<file path="src/rtl/regfile_cmd_ctrl_pkg.sv">
// Shared opcode and FSM state encodings for the register-file command controller.
package regfile_cmd_ctrl_pkg;

    localparam int SIZE_DEF  = 16;
    localparam int DEPTH_DEF = 8;

    typedef enum logic [1:0] {
        OP_LOAD  = 2'b00,
        OP_ADD   = 2'b01,
        OP_SUB   = 2'b10,
        OP_CLEAR = 2'b11
    } cmd_op_e;

    typedef enum logic [1:0] {
        ST_IDLE  = 2'b00,
        ST_EXEC  = 2'b01,
        ST_CLEAR = 2'b10,
        ST_FIN   = 2'b11
    } state_e;

endpackage

</file>
<file path="src/rtl/regfile_cmd_ctrl_if.sv">
// Command handshake plus external regfile port bundle.
interface regfile_cmd_ctrl_if #(
    parameter int SIZE  = 16,
    parameter int DEPTH = 8
);
    localparam int AW = $clog2(DEPTH);

    logic            cmd_valid;
    logic            cmd_ready;
    logic [1:0]      cmd_op;
    logic [AW-1:0]   cmd_rd;
    logic [AW-1:0]   cmd_rs0;
    logic [AW-1:0]   cmd_rs1;
    logic [SIZE-1:0] cmd_imm;
    logic            done;
    logic [SIZE-1:0] result;
    logic            carry;
    logic [AW-1:0]   rf_waddr;
    logic [SIZE-1:0] rf_wdata;
    logic            rf_we;
    logic [AW-1:0]   rf_raddr0;
    logic [AW-1:0]   rf_raddr1;
    logic [SIZE-1:0] rf_rdata0;
    logic [SIZE-1:0] rf_rdata1;

    // Host and regfile side: issues commands, returns read data
    modport master (
        output cmd_valid, cmd_op, cmd_rd, cmd_rs0, cmd_rs1, cmd_imm,
        output rf_rdata0, rf_rdata1,
        input  cmd_ready, done, result, carry,
        input  rf_waddr, rf_wdata, rf_we, rf_raddr0, rf_raddr1
    );

    // Controller side
    modport slave (
        input  cmd_valid, cmd_op, cmd_rd, cmd_rs0, cmd_rs1, cmd_imm,
        input  rf_rdata0, rf_rdata1,
        output cmd_ready, done, result, carry,
        output rf_waddr, rf_wdata, rf_we, rf_raddr0, rf_raddr1
    );

endinterface

</file>
<file path="src/rtl/regfile_cmd_ctrl.sv">
// Register-file command controller: LOAD/ADD/SUB in one write cycle, CLEAR sweeps all entries.
//
// state    | meaning
// ---------+-----------------------------------------------------------
// ST_IDLE  | cmd_ready=1, waiting for a command handshake
// ST_EXEC  | single write cycle for LOAD/ADD/SUB (reads use latched rs0/rs1)
// ST_CLEAR | writes 0 to address cnt_q, one entry per cycle, ascending
// ST_FIN   | done pulse, result/carry held, then back to ST_IDLE
module regfile_cmd_ctrl
    import regfile_cmd_ctrl_pkg::*;
#(
    parameter int SIZE  = SIZE_DEF,
    parameter int DEPTH = DEPTH_DEF
) (
    input  logic              clk,
    input  logic              rst_n,
    regfile_cmd_ctrl_if.slave bus
);
    localparam int            AW        = $clog2(DEPTH);
    localparam logic [AW-1:0] LAST_ADDR = AW'(DEPTH - 1);

    state_e          state_q, state_d;
    cmd_op_e         op_q, op_d;
    logic [AW-1:0]   rd_q, rd_d, rs0_q, rs0_d, rs1_q, rs1_d, cnt_q, cnt_d;
    logic [SIZE-1:0] imm_q, imm_d, result_q, result_d;
    logic            carry_q, carry_d, done_q, done_d, we_q, we_d;

    logic            handshake;
    logic [SIZE:0]   sum_w, diff_w;
    logic [SIZE-1:0] wdata_w;
    logic            carry_w;

    assign handshake = bus.cmd_valid && (state_q == ST_IDLE);

    // Write data and carry for the current write cycle; zero outside EXEC (CLEAR writes 0)
    always_comb begin
        sum_w   = {1'b0, bus.rf_rdata0} + {1'b0, bus.rf_rdata1};
        diff_w  = {1'b0, bus.rf_rdata0} - {1'b0, bus.rf_rdata1};
        wdata_w = '0;
        carry_w = 1'b0;
        if (state_q == ST_EXEC) begin
            case (op_q)
                OP_LOAD: wdata_w = imm_q;
                OP_ADD: begin
                    wdata_w = sum_w[SIZE-1:0];
                    carry_w = sum_w[SIZE];
                end
                OP_SUB: begin
                    wdata_w = diff_w[SIZE-1:0];
                    carry_w = ~diff_w[SIZE];
                end
                default: ;
            endcase
        end
    end

    // Next-state, command latching, clear counter and registered status
    always_comb begin
        state_d  = state_q;
        op_d     = op_q;
        rd_d     = rd_q;
        rs0_d    = rs0_q;
        rs1_d    = rs1_q;
        imm_d    = imm_q;
        cnt_d    = cnt_q;
        result_d = result_q;
        carry_d  = carry_q;
        case (state_q)
            ST_IDLE: begin
                if (handshake) begin
                    op_d    = cmd_op_e'(bus.cmd_op);
                    rd_d    = bus.cmd_rd;
                    rs0_d   = bus.cmd_rs0;
                    rs1_d   = bus.cmd_rs1;
                    imm_d   = bus.cmd_imm;
                    cnt_d   = '0;
                    state_d = (cmd_op_e'(bus.cmd_op) == OP_CLEAR) ? ST_CLEAR : ST_EXEC;
                end
            end
            ST_EXEC:  state_d = ST_FIN;
            ST_CLEAR: begin
                if (cnt_q == LAST_ADDR) begin
                    cnt_d   = '0;
                    state_d = ST_FIN;
                end else begin
                    cnt_d = cnt_q + AW'(1);
                end
            end
            default:  state_d = ST_IDLE;
        endcase
        if (we_q) begin
            result_d = wdata_w;
            carry_d  = carry_w;
        end
        we_d   = (state_d == ST_EXEC) || (state_d == ST_CLEAR);
        done_d = (state_d == ST_FIN);
    end

    // State and output registers; reset aborts any command in flight
    always_ff @(posedge clk or negedge rst_n) begin
        if (!rst_n) begin
            state_q  <= ST_IDLE;
            op_q     <= OP_LOAD;
            rd_q     <= '0;
            rs0_q    <= '0;
            rs1_q    <= '0;
            imm_q    <= '0;
            cnt_q    <= '0;
            result_q <= '0;
            carry_q  <= 1'b0;
            done_q   <= 1'b0;
            we_q     <= 1'b0;
        end else begin
            state_q  <= state_d;
            op_q     <= op_d;
            rd_q     <= rd_d;
            rs0_q    <= rs0_d;
            rs1_q    <= rs1_d;
            imm_q    <= imm_d;
            cnt_q    <= cnt_d;
            result_q <= result_d;
            carry_q  <= carry_d;
            done_q   <= done_d;
            we_q     <= we_d;
        end
    end

    assign bus.cmd_ready = (state_q == ST_IDLE);
    assign bus.done      = done_q;
    assign bus.result    = result_q;
    assign bus.carry     = carry_q;
    assign bus.rf_we     = we_q;
    assign bus.rf_wdata  = wdata_w;
    assign bus.rf_waddr  = (state_q == ST_EXEC)  ? rd_q  :
                           (state_q == ST_CLEAR) ? cnt_q : '0;
    assign bus.rf_raddr0 = (state_q == ST_EXEC) ? rs0_q : '0;
    assign bus.rf_raddr1 = (state_q == ST_EXEC) ? rs1_q : '0;

endmodule

</file>
<file path="src/flat_wrapper.sv">
// flat-port wrapper written by rule: the top's interface ports become plain ports
module regfile_cmd_ctrl_flat import regfile_cmd_ctrl_pkg::*;
#(
    parameter int SIZE  = SIZE_DEF,
    parameter int DEPTH = DEPTH_DEF
)
  (clk, rst_n, bus_cmd_valid, bus_cmd_op, bus_cmd_rd, bus_cmd_rs0, bus_cmd_rs1, bus_cmd_imm, bus_rf_rdata0, bus_rf_rdata1, bus_cmd_ready, bus_done, bus_result, bus_carry, bus_rf_waddr, bus_rf_wdata, bus_rf_we, bus_rf_raddr0, bus_rf_raddr1);
  regfile_cmd_ctrl_if #(.SIZE(SIZE), .DEPTH(DEPTH)) bus_i ();
  input  logic clk;
  input  logic rst_n;
  input wire logic [$bits(bus_i.cmd_valid)-1:0] bus_cmd_valid;
  input wire logic [$bits(bus_i.cmd_op)-1:0] bus_cmd_op;
  input wire logic [$bits(bus_i.cmd_rd)-1:0] bus_cmd_rd;
  input wire logic [$bits(bus_i.cmd_rs0)-1:0] bus_cmd_rs0;
  input wire logic [$bits(bus_i.cmd_rs1)-1:0] bus_cmd_rs1;
  input wire logic [$bits(bus_i.cmd_imm)-1:0] bus_cmd_imm;
  input wire logic [$bits(bus_i.rf_rdata0)-1:0] bus_rf_rdata0;
  input wire logic [$bits(bus_i.rf_rdata1)-1:0] bus_rf_rdata1;
  output wire logic [$bits(bus_i.cmd_ready)-1:0] bus_cmd_ready;
  output wire logic [$bits(bus_i.done)-1:0] bus_done;
  output wire logic [$bits(bus_i.result)-1:0] bus_result;
  output wire logic [$bits(bus_i.carry)-1:0] bus_carry;
  output wire logic [$bits(bus_i.rf_waddr)-1:0] bus_rf_waddr;
  output wire logic [$bits(bus_i.rf_wdata)-1:0] bus_rf_wdata;
  output wire logic [$bits(bus_i.rf_we)-1:0] bus_rf_we;
  output wire logic [$bits(bus_i.rf_raddr0)-1:0] bus_rf_raddr0;
  output wire logic [$bits(bus_i.rf_raddr1)-1:0] bus_rf_raddr1;
  assign bus_i.cmd_valid = bus_cmd_valid;
  assign bus_i.cmd_op = bus_cmd_op;
  assign bus_i.cmd_rd = bus_cmd_rd;
  assign bus_i.cmd_rs0 = bus_cmd_rs0;
  assign bus_i.cmd_rs1 = bus_cmd_rs1;
  assign bus_i.cmd_imm = bus_cmd_imm;
  assign bus_i.rf_rdata0 = bus_rf_rdata0;
  assign bus_i.rf_rdata1 = bus_rf_rdata1;
  assign bus_cmd_ready = bus_i.cmd_ready;
  assign bus_done = bus_i.done;
  assign bus_result = bus_i.result;
  assign bus_carry = bus_i.carry;
  assign bus_rf_waddr = bus_i.rf_waddr;
  assign bus_rf_wdata = bus_i.rf_wdata;
  assign bus_rf_we = bus_i.rf_we;
  assign bus_rf_raddr0 = bus_i.rf_raddr0;
  assign bus_rf_raddr1 = bus_i.rf_raddr1;
  regfile_cmd_ctrl #(.SIZE(SIZE), .DEPTH(DEPTH)) u_core (.clk(clk), .rst_n(rst_n), .bus(bus_i));
endmodule
</file>
<file path="config.mk">
export PLATFORM = sky130hd
export DESIGN_NAME = regfile_cmd_ctrl_flat
export DESIGN_NICKNAME = d
export VERILOG_FILES = /design/src/rtl/regfile_cmd_ctrl_pkg.sv /design/src/rtl/regfile_cmd_ctrl_if.sv /design/src/rtl/regfile_cmd_ctrl.sv /design/src/flat_wrapper.sv
export SDC_FILE = /design/constraint.sdc
export NUM_CORES = 1
export LEC_CHECK = 0
export CAP_MARGIN = 30
export CORE_ASPECT_RATIO = 1.75
export CORE_MARGIN = 2
export CORE_UTILIZATION = 45
export CTS_BUF_LIST = sky130_fd_sc_hd__clkbuf_16
export CTS_CLUSTER_DIAMETER = 60
export DETAILED_ROUTE_END_ITERATION = 8
export PLACE_DENSITY = 0.8
export SLEW_MARGIN = 20
export SYNTH_ARGS = -nofsm -noshare
export SYNTH_HDL_FRONTEND = slang
export SYNTH_SLANG_ARGS = --single-unit
</file>
<file path="constraint.sdc">
create_clock -name clk -period 10.15 [get_ports clk]
set_input_delay 3.045 -clock clk [delete_from_list [all_inputs] [get_ports clk]]
set_output_delay 3.045 -clock clk [all_outputs]
set_load 0.005 [all_outputs]
</file>
==> results.json, run 1 <==
{
  "powerDensity_mw_per_mm2": 211,
  "cts_buffers": 5,
  "ys_async_sr_fraction": 1.00,
  "flow.area_growth_from_synthesis_pct": 28.7,
  "cts_max_level": 2,
  "timing.critical_path.slowest_stage_cell": "sky130_fd_sc_hd__a211oi_1",
  "die_h_um": 132,
  "drtIter0Drc": 266,
  "overflow": 0,
  "worst_hold_path.num_cells": 1,
  "worst_setup_path_end_kind": "output pin",
  "number_of_flops_mapped_to_enable_cells_by_yosys": 0,
  "synth-seq-cells": 51,
  "hold_path_class": "reg -> reg",
  "fp.dieArea_mm2": 0.0102,
  "postLayoutCoreUtil": 0.596,
  "synth_area_mm2": 0.00422,
  "synth-seq-area-share": 0.303,
  "report.final.slew_viol_count": 0,
  "floorplan.die.width_um": 77.2,
  "largest_net_degree_at_the_start_of_global_routing": 52,
  "reg2reg_capture_point": "u_core.bus.result[8]",
  "drive_above_1_share": 0.124,
  "drt_via_density": 5.67,
  "maxCapViolCount": 0,
  "fin_crit_ns": 9.42,
  "synth.net_count": 556,
  "reg2reg_from": "u_core.state_q[1]",
  "max_freq_mhz": 106,
  "final_cell_mix": "sky130_fd_sc_hd__clkdlybuf4s50_1 (105), sky130_fd_sc_hd__dfrtp_1 (51), sky130_fd_sc_hd__ha_1 (44), sky130_fd_sc_hd__inv_1 (38), sky130_fd_sc_hd__a21oi_1 (36)",
  "timing_hold_violations_final": 0,
  "timing.setup.tns_ns": 0,
  "largest_delay_contributor_family_on_the_critical_path": "compound AO/OA/AOI/OAI gates",
  "rows": 46,
  "clock_slew_at_the_register_clock_pins_of_the_worst_setup_and_hold_paths_ns": 0.06,
  "worstPathRequired_ns": 7.11,
  "finalSetupViolCount": 0,
  "grt_first_pass_wirelength_um": 18900,
  "hold-path-endpoint": "u_core.rs0_q[1]",
  "worstPathCellList": "clkdlybuf4s50_1 -> ha_1 -> inv_1 -> fa_1 -> nor2_1 -> o221ai_2 -> a211oi_1 -> a21oi_1 -> xnor2_1 -> a222oi_1 -> nor2_1 -> clkdlybuf4s50_1",
  "stdcell_count": 661,
  "cp_slowest_stage_delay_ns": 0.54,
  "cts_hold_buf": 0,
  "count_of_synthesis_stage_warnings_from_yosys": 0,
  "clock_network_latency_to_the_later_pin_of_the_worst_skew_pair_ns": 0.29,
  "static-leakage-power_nw": 2.32,
  "rsz_0062_raised_after_global_routing": "false",
  "wl_per_cell_um": 16.9,
  "place_hpwl_um": 8970,
  "core_region_area_mm2": 0.00909,
  "synth_cell_type_count": 74,
  "slew_headroom": 0.498,
  "post_synthesis_cell_count": 448,
  "dp_cells": 653,
  "ff2ff_path_depth": 7,
  "irDropWorstVdd_uv": 185,
  "timing.final.crit_share": 0.928,
  "ff2ff_setup_slack_ns": 7.73,
  "cp.buffers_inverters": 3,
  "ioPinCount": 107,
  "port_buffers": 106,
  "nets": 648,
  "run_status": "finished, final reports clean",
  "timing_worst_setup_path_type": "in -> out",
  "worstPathMaxFanout": 4,
  "avgSynthCellArea_um2": 9.41,
  "diode_count": 0,
  "drc_errors": 0,
  "cts_tree": "built",
  "hold_crit_start": "u_core.rs0_q[1]",
  "cts_root_buf": "sky130_fd_sc_hd__clkbuf_16",
  "critical_path_arrival_ns": 6.38,
  "via_count_of_the_first_global_routing_pass": 3901,
  "dr_total_vias": 3746,
  "clkSinkCount": 51,
  "post_cts.repair.setup_buffers": 0,
  "grt_antenna_before_repair": 0,
  "leading_cell_type_in_the_layout_fill_and_taps_excluded": "sky130_fd_sc_hd__clkdlybuf4s50_1",
  "drt-total-wl_um": 11200,
  "detail_route.first_pass.iterations": 5,
  "ys_dominant_reg_cell": "sky130_fd_sc_hd__dfrtp_1",
  "post_cts_resized": 0,
  "clockBufferDepth": 2,
  "holdWs_ns": 0.502,
  "timing.clock.skew_ns": 0.00327,
  "globalplace.congestion": 0.917,
  "critPathLaunchType": "primary input",
  "start_util": 0.464,
  "combined_global_route_utilization_of_all_metal_layers": 0.227,
  "drt_antenna_net_count": 0,
  "slew_of_the_pin_with_the_lowest_slew_margin_ns": 0.753
}
==> layout make-up <==
class | instances | area (µm²)
clock inverter | 3 | 11.3
multi-input combinational | 333 | 2620
inverter | 41 | 154
clock buffer | 5 | 125
fill | 829 | 3670
timing repair buffer | 108 | 1090
tap | 120 | 150
sequential | 51 | 1280
==> cell usage after synthesis (all sizes together) (4+ instances only) <==
cell	instances	area (µm²)
clkbuf	10	67.6
xnor2	12	105
mux2	36	405
a31oi	7	43.8
o2bb2ai	5	43.8
nor3	6	30.0
nor2	31	116
nor2b	7	43.8
nand2b	6	40.0
o221ai	7	73.8
a21oi	37	189
dfrtp	51	1280
a222oi	4	40.0
o21ai	21	109
nor4	5	37.5
buf	11	78.8
and2	7	43.8
a211oi	4	35.0
inv	41	154
o31ai	5	37.5
nand2	25	93.8
ha	44	551
a21o	4	31.3
o21a	6	45.0
==> stage by stage <==
stage | power, W | instance area [µm²] | worst slack, ns
4_1_cts | 0.00115 | 5420 | 0.745
5_1_grt | 0.00123 | 5420 | 0.513
3_5_place_dp | 0.000990 | 5290 | 0.749
6_report | 0.00115 | 5420 | 0.727
2_1_floorplan | 0.000743 | 4220 | 2.22
3_3_place_gp | 0.000963 | 5260 | 0.801
==> how the worst max path moves through the flow <==
stage | slack, ns | cells past startpoint | to | startpoint
after floorplan | 2.22 | 10 | bus_rf_wdata[12] | bus_rf_rdata1[0]
after global placement | 0.80 | 11 | bus_rf_wdata[13] | bus_rf_rdata1[1]
after detailed placement | 0.75 | 11 | bus_rf_wdata[13] | bus_rf_rdata1[1]
after CTS | 0.74 | 12 | bus_rf_wdata[12] | bus_rf_rdata1[0]
after global routing | 0.51 | 12 | bus_rf_wdata[12] | bus_rf_rdata1[0]
final | 0.73 | 12 | bus_rf_wdata[12] | bus_rf_rdata1[0]
==> sequential cells by signal, indices dropped and copies added, names as in the netlist <==
name               cells
u_core.bus.carry       1
u_core.bus.done        1
u_core.bus.result     16
u_core.bus.rf_we       1
u_core.cnt_q           3
u_core.imm_q          16
u_core.op_q            2
u_core.rd_q            3
u_core.rs0_q           3
u_core.rs1_q           3
u_core.state_q         2
==> worst register-to-register path: cells and delay by family, from the launching register on <==
kind,cells,cell delay [ns]
buf+inv,1,0.10
compound gates,2,0.16
fa+ha+maj,1,0.44
flops,1,0.40
simple gates,3,1.21
==> where the power goes <==
part / total (W) / internal (W) / leakage (nW) / switching, W
clock network: 0.000159 / 0.0000888 / 0.0701 / 0.0000706
registers: 0.000363 / 0.000298 / 0.640 / 0.0000658
logic: 0.000623 / 0.000326 / 1.61 / 0.000297
==> metal layers <==
metal / wire, µm / track usage / part of all wire
met5: 0 / 0 / 0
met2: 6090 / 0.411 / 0.54
met1: 4300 / 0.260 / 0.38
met4: 308 / 0.0982 / 0.028
met3: 491 / 0.0349 / 0.044
==> logic make-up (layout without fill, tap and decap cells) <==
group           count (synthesis)  after routing  synth area share
buf+inv                        64            157            0.0766
simple gates                  103            103             0.123
compound gates                131            131             0.226
xor+xnor                       14             14            0.0291
fa+ha+maj                      46             46             0.140
mux                            39             39             0.103
flops                          51             51             0.303
Note: power is estimated with default switching activity, not from simulation.
==> run 2: changes to the inputs <==
--- a/config.mk
+++ b/config.mk
@@ -8,11 +8,12 @@
 export CAP_MARGIN = 30
 export CORE_ASPECT_RATIO = 1.75
 export CORE_MARGIN = 2
-export CORE_UTILIZATION = 45
+export CORE_UTILIZATION = 54
 export CTS_BUF_LIST = sky130_fd_sc_hd__clkbuf_16
 export CTS_CLUSTER_DIAMETER = 60
+export CTS_CLUSTER_SIZE = 10
 export DETAILED_ROUTE_END_ITERATION = 8
-export PLACE_DENSITY = 0.8
+export PLACE_DENSITY = 0.93
 export SLEW_MARGIN = 20
 export SYNTH_ARGS = -nofsm -noshare
 export SYNTH_HDL_FRONTEND = slang
==> results.json, run 2 (same netlist as run 1, synthesis figures left out) <==
{
  "clockBufferDepth": 2,
  "static-leakage-power_nw": 2.31,
  "powerDensity_mw_per_mm2": 215,
  "max_freq_mhz": 107,
  "timing_hold_violations_final": 0,
  "cts_max_level": 2,
  "fp.dieArea_mm2": 0.00856,
  "hold_path_class": "reg -> reg",
  "total_switching_power_w": 0.000449,
  "drt_via_density": 6.14,
  "start_util": 0.557,
  "run_status": "finished, final reports clean",
  "detail_route.first_pass.iterations": 6,
  "holdWs_ns": 0.503,
  "drc_errors": 0,
  "timing.final.crit_share": 0.921,
  "hold_crit_start": "u_core.bus.result[11]",
  "grt_first_pass_wirelength_um": 19300,
  "cts_root_buf": "sky130_fd_sc_hd__clkbuf_16",
  "drt_antenna_net_count": 0,
  "cts_hold_buf": 0,
  "leading_cell_type_in_the_layout_fill_and_taps_excluded": "sky130_fd_sc_hd__clkdlybuf4s50_1",
  "cell_internal_pwr_w": 0.000712,
  "slew_headroom": 0.492,
  "core_region_area_mm2": 0.00757,
  "cts_tree": "built",
  "maxCapViolCount": 0,
  "finalSetupViolCount": 0,
  "multi_input_area_mm2": 0.00262,
  "fin_crit_ns": 9.35,
  "report.power.total_w": 0.00116,
  "globalplace.congestion": 0.976,
  "timing.critical_path.slowest_stage_cell": "sky130_fd_sc_hd__clkdlybuf4s50_1",
  "worst_setup_path_end_kind": "output pin",
  "critical_path_arrival_ns": 6.30,
  "rows": 42,
  "combined_global_route_utilization_of_all_metal_layers": 0.281,
  "cp_slowest_stage_delay_ns": 0.54,
  "wl_per_cell_um": 18.7,
  "post_cts_resized": 0,
  "cts_buffers": 5,
  "worstPathMaxFanout": 4,
  "worstPathRequired_ns": 7.11,
  "largest_net_degree_at_the_start_of_global_routing": 35,
  "reg2reg_from": "u_core.state_q[1]",
  "post_cts.repair.setup_buffers": 0,
  "pwr-share-seq": 0.315,
  "drt-total-wl_um": 11700,
  "nets": 648,
  "timing.setup.tns_ns": 0,
  "clock_slew_at_the_register_clock_pins_of_the_worst_setup_and_hold_paths_ns": 0.06,
  "seqCellArea_mm2": 0.00128,
  "rsz_0062_raised_after_global_routing": "false",
  "switching_power_as_a_share_of_total_power": 0.387,
  "overflow": 0,
  "worstPathCellList": "clkdlybuf4s50_1 -> ha_1 -> inv_1 -> fa_1 -> nor2_1 -> o221ai_2 -> a211oi_1 -> nor2_1 -> xnor2_1 -> o221ai_1 -> nor2b_1 -> clkdlybuf4s50_1",
  "dr_total_vias": 3860,
  "timing.critical_path.from": "bus_rf_rdata1[0]",
  "final_cell_mix": "sky130_fd_sc_hd__clkdlybuf4s50_1 (105), sky130_fd_sc_hd__dfrtp_1 (51), sky130_fd_sc_hd__ha_1 (44), sky130_fd_sc_hd__inv_1 (37), sky130_fd_sc_hd__a21oi_1 (36)",
  "drive_above_1_share": 0.129,
  "timing.clock.skew_ns": 0.00430,
  "floorplan.die.width_um": 70.8,
  "critPathLaunchType": "primary input",
  "clock_network_power_share": 0.142,
  "fillCellCount": 582,
  "irDropWorstVdd_uv": 217,
  "clkSinkCount": 51,
  "flow.area_growth_from_synthesis_pct": 27.9,
  "port_buffers": 106,
  "timing_worst_setup_path_type": "in -> out",
  "slew_of_the_pin_with_the_lowest_slew_margin_ns": 0.762,
  "via_count_of_the_first_global_routing_pass": 4083,
  "grt_antenna_before_repair": 0,
  "ioPinCount": 107,
  "drtIter0Drc": 286,
  "worst_hold_path.num_cells": 1,
  "report.final.slew_viol_count": 0,
  "ff2ff_path_depth": 7,
  "clock_network_latency_to_the_later_pin_of_the_worst_skew_pair_ns": 0.29,
  "pwr-share-comb": 0.543,
  "die_h_um": 121,
  "place_hpwl_um": 9350,
  "diode_count": 0
}
run 2: layout make-up:
| cell class | instances | share of cell area |
|---|---|---|
| Multi-Input combinational cell | 333 | 0.485 |
| Sequential cell | 51 | 0.237 |
| Timing Repair Buffer | 108 | 0.202 |
| Inverter | 41 | 0.0285 |
| Clock buffer | 5 | 0.0232 |
| Tap cell | 88 | 0.0204 |
| Clock inverter | 3 | 0.00371 |
run 2: worst max-delay path, delay by kind of cell:
kind / cells / cell delay [ns]
buf+inv: 3 / 1.11
xor+xnor: 1 / 0.15
fa+ha+maj: 2 / 0.58
simple gates: 3 / 0.51
compound gates: 3 / 0.91
run 2: worst paths after layout:
check                                        end  slack [ns]
max                             bus_rf_wdata[10]        0.80
min                        u_core.bus.result[11]        0.50
max reg2reg                u_core.bus.result[13]        7.68
min reg2reg                u_core.bus.result[11]        0.50
max in group asynchronous   u_core.bus.result[6]        6.94
min in group asynchronous  u_core.bus.result[14]        2.69
run 2: routing by layer:
| metal | vias up | global-route usage | share of wire |
|---|---|---|---|
| li1 | 1801 | - | - |
| met1 | 1877 | 0.301 | 0.36 |
| met2 | 145 | 0.520 | 0.55 |
| met3 | 37 | 0.0532 | 0.056 |
| met4 | 0 | 0.132 | 0.037 |
| met5 | - | 0 | 0 |
run 2: power groups by stage:
stage	combinational, W	clock [W]	sequential [W]
after floorplan	0.000399	0	0.000344
after global placement	0.000598	0	0.000357
after detailed placement	0.000625	0	0.000366
after CTS	0.000632	0.000167	0.000364
after global routing	0.000687	0.000174	0.000378
final	0.000630	0.000165	0.000366
run 2: through the flow:
stage | util | setup slack (ns) | area (µm²) | instances
after CTS | 0.713 | 0.830 | 5390 | 629
after global routing | 0.713 | 0.609 | 5390 | 629
after floorplan | - | 2.22 | 4220 | 448
after global placement | 0.689 | 0.854 | 5210 | 619
final | 0.713 | 0.800 | 5390 | 629
after detailed placement | 0.693 | 0.844 | 5250 | 621
==> run 3: changes to the inputs <==
--- a/config.mk
+++ b/config.mk
@@ -5,7 +5,7 @@
 export SDC_FILE = /design/constraint.sdc
 export NUM_CORES = 1
 export LEC_CHECK = 0
-export CAP_MARGIN = 30
+export CAP_MARGIN = 20
 export CORE_ASPECT_RATIO = 1.75
 export CORE_MARGIN = 2
 export CORE_UTILIZATION = 54
@@ -13,6 +13,7 @@
 export CTS_CLUSTER_DIAMETER = 60
 export CTS_CLUSTER_SIZE = 10
 export DETAILED_ROUTE_END_ITERATION = 8
+export GPL_ROUTABILITY_DRIVEN = 0
 export PLACE_DENSITY = 0.93
 export SLEW_MARGIN = 20
 export SYNTH_ARGS = -nofsm -noshare
==> results.json, run 3 (same netlist as run 1, synthesis figures left out) <==
{
  "clock_network_power_share": 0.138,
  "flow.area_growth_from_synthesis_pct": 27.0,
  "drt-total-wl_um": 11300,
  "reg2reg_capture_point": "u_core.bus.result[8]",
  "start_util": 0.557,
  "clock_network_latency_to_the_later_pin_of_the_worst_skew_pair_ns": 0.29,
  "hold_crit_start": "u_core.rs1_q[1]",
  "finalSetupViolCount": 0,
  "wl_per_cell_um": 18.1,
  "postLayoutSetupSlackWorst_ns": 0.758,
  "clock_slew_at_the_register_clock_pins_of_the_worst_setup_and_hold_paths_ns": 0.06,
  "reg2reg_from": "u_core.state_q[1]",
  "run_status": "finished, final reports clean",
  "critical_path_arrival_ns": 6.35,
  "drive_above_1_share": 0.124,
  "fp.dieArea_mm2": 0.00856,
  "worst_setup_path_end_kind": "output pin",
  "port_buffers": 106,
  "worstPathMaxFanout": 4,
  "ff2ff_path_depth": 7,
  "switching_power_as_a_share_of_total_power": 0.384,
  "cell_internal_pwr_w": 0.000707,
  "timing.final.crit_share": 0.925,
  "combined_global_route_utilization_of_all_metal_layers": 0.273,
  "place_hpwl_um": 8790,
  "grt_antenna_before_repair": 0,
  "rows": 42,
  "overflow": 0,
  "post_cts.repair.setup_buffers": 0,
  "cts_buffers": 5,
  "pre_cts_slack_ns": 0.834,
  "maxCapViolCount": 0,
  "rsz_0062_raised_after_global_routing": "false",
  "nets": 646,
  "critPathLaunchType": "primary input",
  "pwr-share-comb": 0.544,
  "dr_total_vias": 3907,
  "worst_hold_path.num_cells": 1,
  "grt_first_pass_wirelength_um": 18900,
  "detail_route.first_pass.iterations": 6,
  "cts_max_level": 2,
  "ioPinCount": 107,
  "timing.clock.skew_ns": 0.00738,
  "via_count_of_the_first_global_routing_pass": 4037,
  "core_region_area_mm2": 0.00757,
  "worstPathRequired_ns": 7.11,
  "drc_errors": 0,
  "postLayoutCoreUtil": 0.708,
  "clkSinkCount": 51,
  "cts_tree": "built",
  "clockBufferDepth": 2,
  "diode_count": 0,
  "timing_worst_setup_path_type": "in -> out",
  "slew_of_the_pin_with_the_lowest_slew_margin_ns": 0.752,
  "timing.setup.tns_ns": 0,
  "fin_crit_ns": 9.39,
  "largest_net_degree_at_the_start_of_global_routing": 52,
  "static-leakage-power_nw": 2.31,
  "irDropWorstVdd_uv": 224,
  "hold-path-endpoint": "u_core.rs1_q[1]",
  "hold_path_class": "reg -> reg",
  "pwr-share-seq": 0.318,
  "slew_headroom": 0.499,
  "total_switching_power_w": 0.000440,
  "drt_via_density": 6.23,
  "report.final.slew_viol_count": 0,
  "cts_hold_buf": 0,
  "post_cts_resized": 0,
  "powerDensity_mw_per_mm2": 214,
  "die_h_um": 121,
  "drt_antenna_net_count": 0,
  "max_freq_mhz": 106,
  "ff2ff_setup_slack_ns": 7.70,
  "timing_hold_violations_final": 0,
  "floorplan.die.width_um": 70.8,
  "cts_root_buf": "sky130_fd_sc_hd__clkbuf_16",
  "leading_cell_type_in_the_layout_fill_and_taps_excluded": "sky130_fd_sc_hd__clkdlybuf4s50_1",
  "drtIter0Drc": 451,
  "timing.critical_path.from": "bus_rf_rdata1[0]",
  "final_cell_mix": "sky130_fd_sc_hd__clkdlybuf4s50_1 (105), sky130_fd_sc_hd__dfrtp_1 (51), sky130_fd_sc_hd__ha_1 (44), sky130_fd_sc_hd__inv_1 (39), sky130_fd_sc_hd__a21oi_1 (36)"
}
run 3: cell types whose count changed in the layout (fill, tap and decap cells not counted), sizes merged:
cell      before  now
buf            3    1
clkinvlp       2    0
inv           41   43
run 3: final cells by class:
| type | instances | area, µm² |
|---|---|---|
| clock inverters | 3 | 12.5 |
| flip-flops and latches | 51 | 1280 |
| fillers | 598 | 2210 |
| clock buffers | 5 | 125 |
| inverters | 41 | 154 |
| repair buffers | 106 | 1060 |
| multi-input cells | 333 | 2620 |
| well taps | 88 | 110 |
run 3: worst max path at each step:
stage,end,slack (ns),depth (start not counted)
4_1_cts,bus_rf_wdata[12],0.82,12
2_1_floorplan,bus_rf_wdata[12],2.22,10
3_5_place_dp,bus_rf_wdata[12],0.83,12
3_3_place_gp,bus_rf_wdata[12],0.92,12
5_1_grt,bus_rf_wdata[12],0.52,12
6_report,bus_rf_wdata[12],0.76,12
run 3: worst max-delay path, stage by stage:
cell and delay [ns]:
sky130_fd_sc_hd__clkdlybuf4s50_1 0.52, sky130_fd_sc_hd__ha_1 0.17, sky130_fd_sc_hd__inv_1 0.05, sky130_fd_sc_hd__fa_1 0.40, sky130_fd_sc_hd__nor2_1 0.19, sky130_fd_sc_hd__o221ai_2 0.16
sky130_fd_sc_hd__a211oi_1 0.49, sky130_fd_sc_hd__a21oi_1 0.20, sky130_fd_sc_hd__xnor2_1 0.17, sky130_fd_sc_hd__a222oi_1 0.37, sky130_fd_sc_hd__nor2_1 0.09, sky130_fd_sc_hd__clkdlybuf4s50_1 0.49
run 3: power by group through the flow:
stage          registers (W)  clock network [W]  logic [W]
2_1_floorplan       0.000344                  0   0.000399
3_3_place_gp        0.000357                  0   0.000593
3_5_place_dp        0.000366                  0   0.000616
4_1_cts             0.000363           0.000160   0.000625
5_1_grt             0.000375           0.000168   0.000678
6_report            0.000365           0.000158   0.000624
run 3: through the flow:
stage | hold slack, ns | cell area, µm² | std cells | total power (W)
detailed placement | 0.486 | 5210 | 619 | 0.000983
floorplan | 0.471 | 4220 | 448 | 0.000743
global route | 0.527 | 5360 | 627 | 0.00122
CTS | 0.504 | 5350 | 627 | 0.00115
global placement | 0.475 | 5210 | 619 | 0.000949
finish | 0.501 | 5360 | 627 | 0.00115
run 3: metal layers:
| layer | vias up | wire length (µm) | share of wire | GRT usage |
|---|---|---|---|---|
| met1 | 1861 | 3970 | 0.35 | 0.293 |
| met3 | 53 | 738 | 0.065 | 0.0498 |
| met2 | 193 | 6040 | 0.53 | 0.496 |
| met5 | - | 0 | 0 | 0 |
| met4 | 0 | 576 | 0.051 | 0.147 |
| li1 | 1800 | - | - | - |
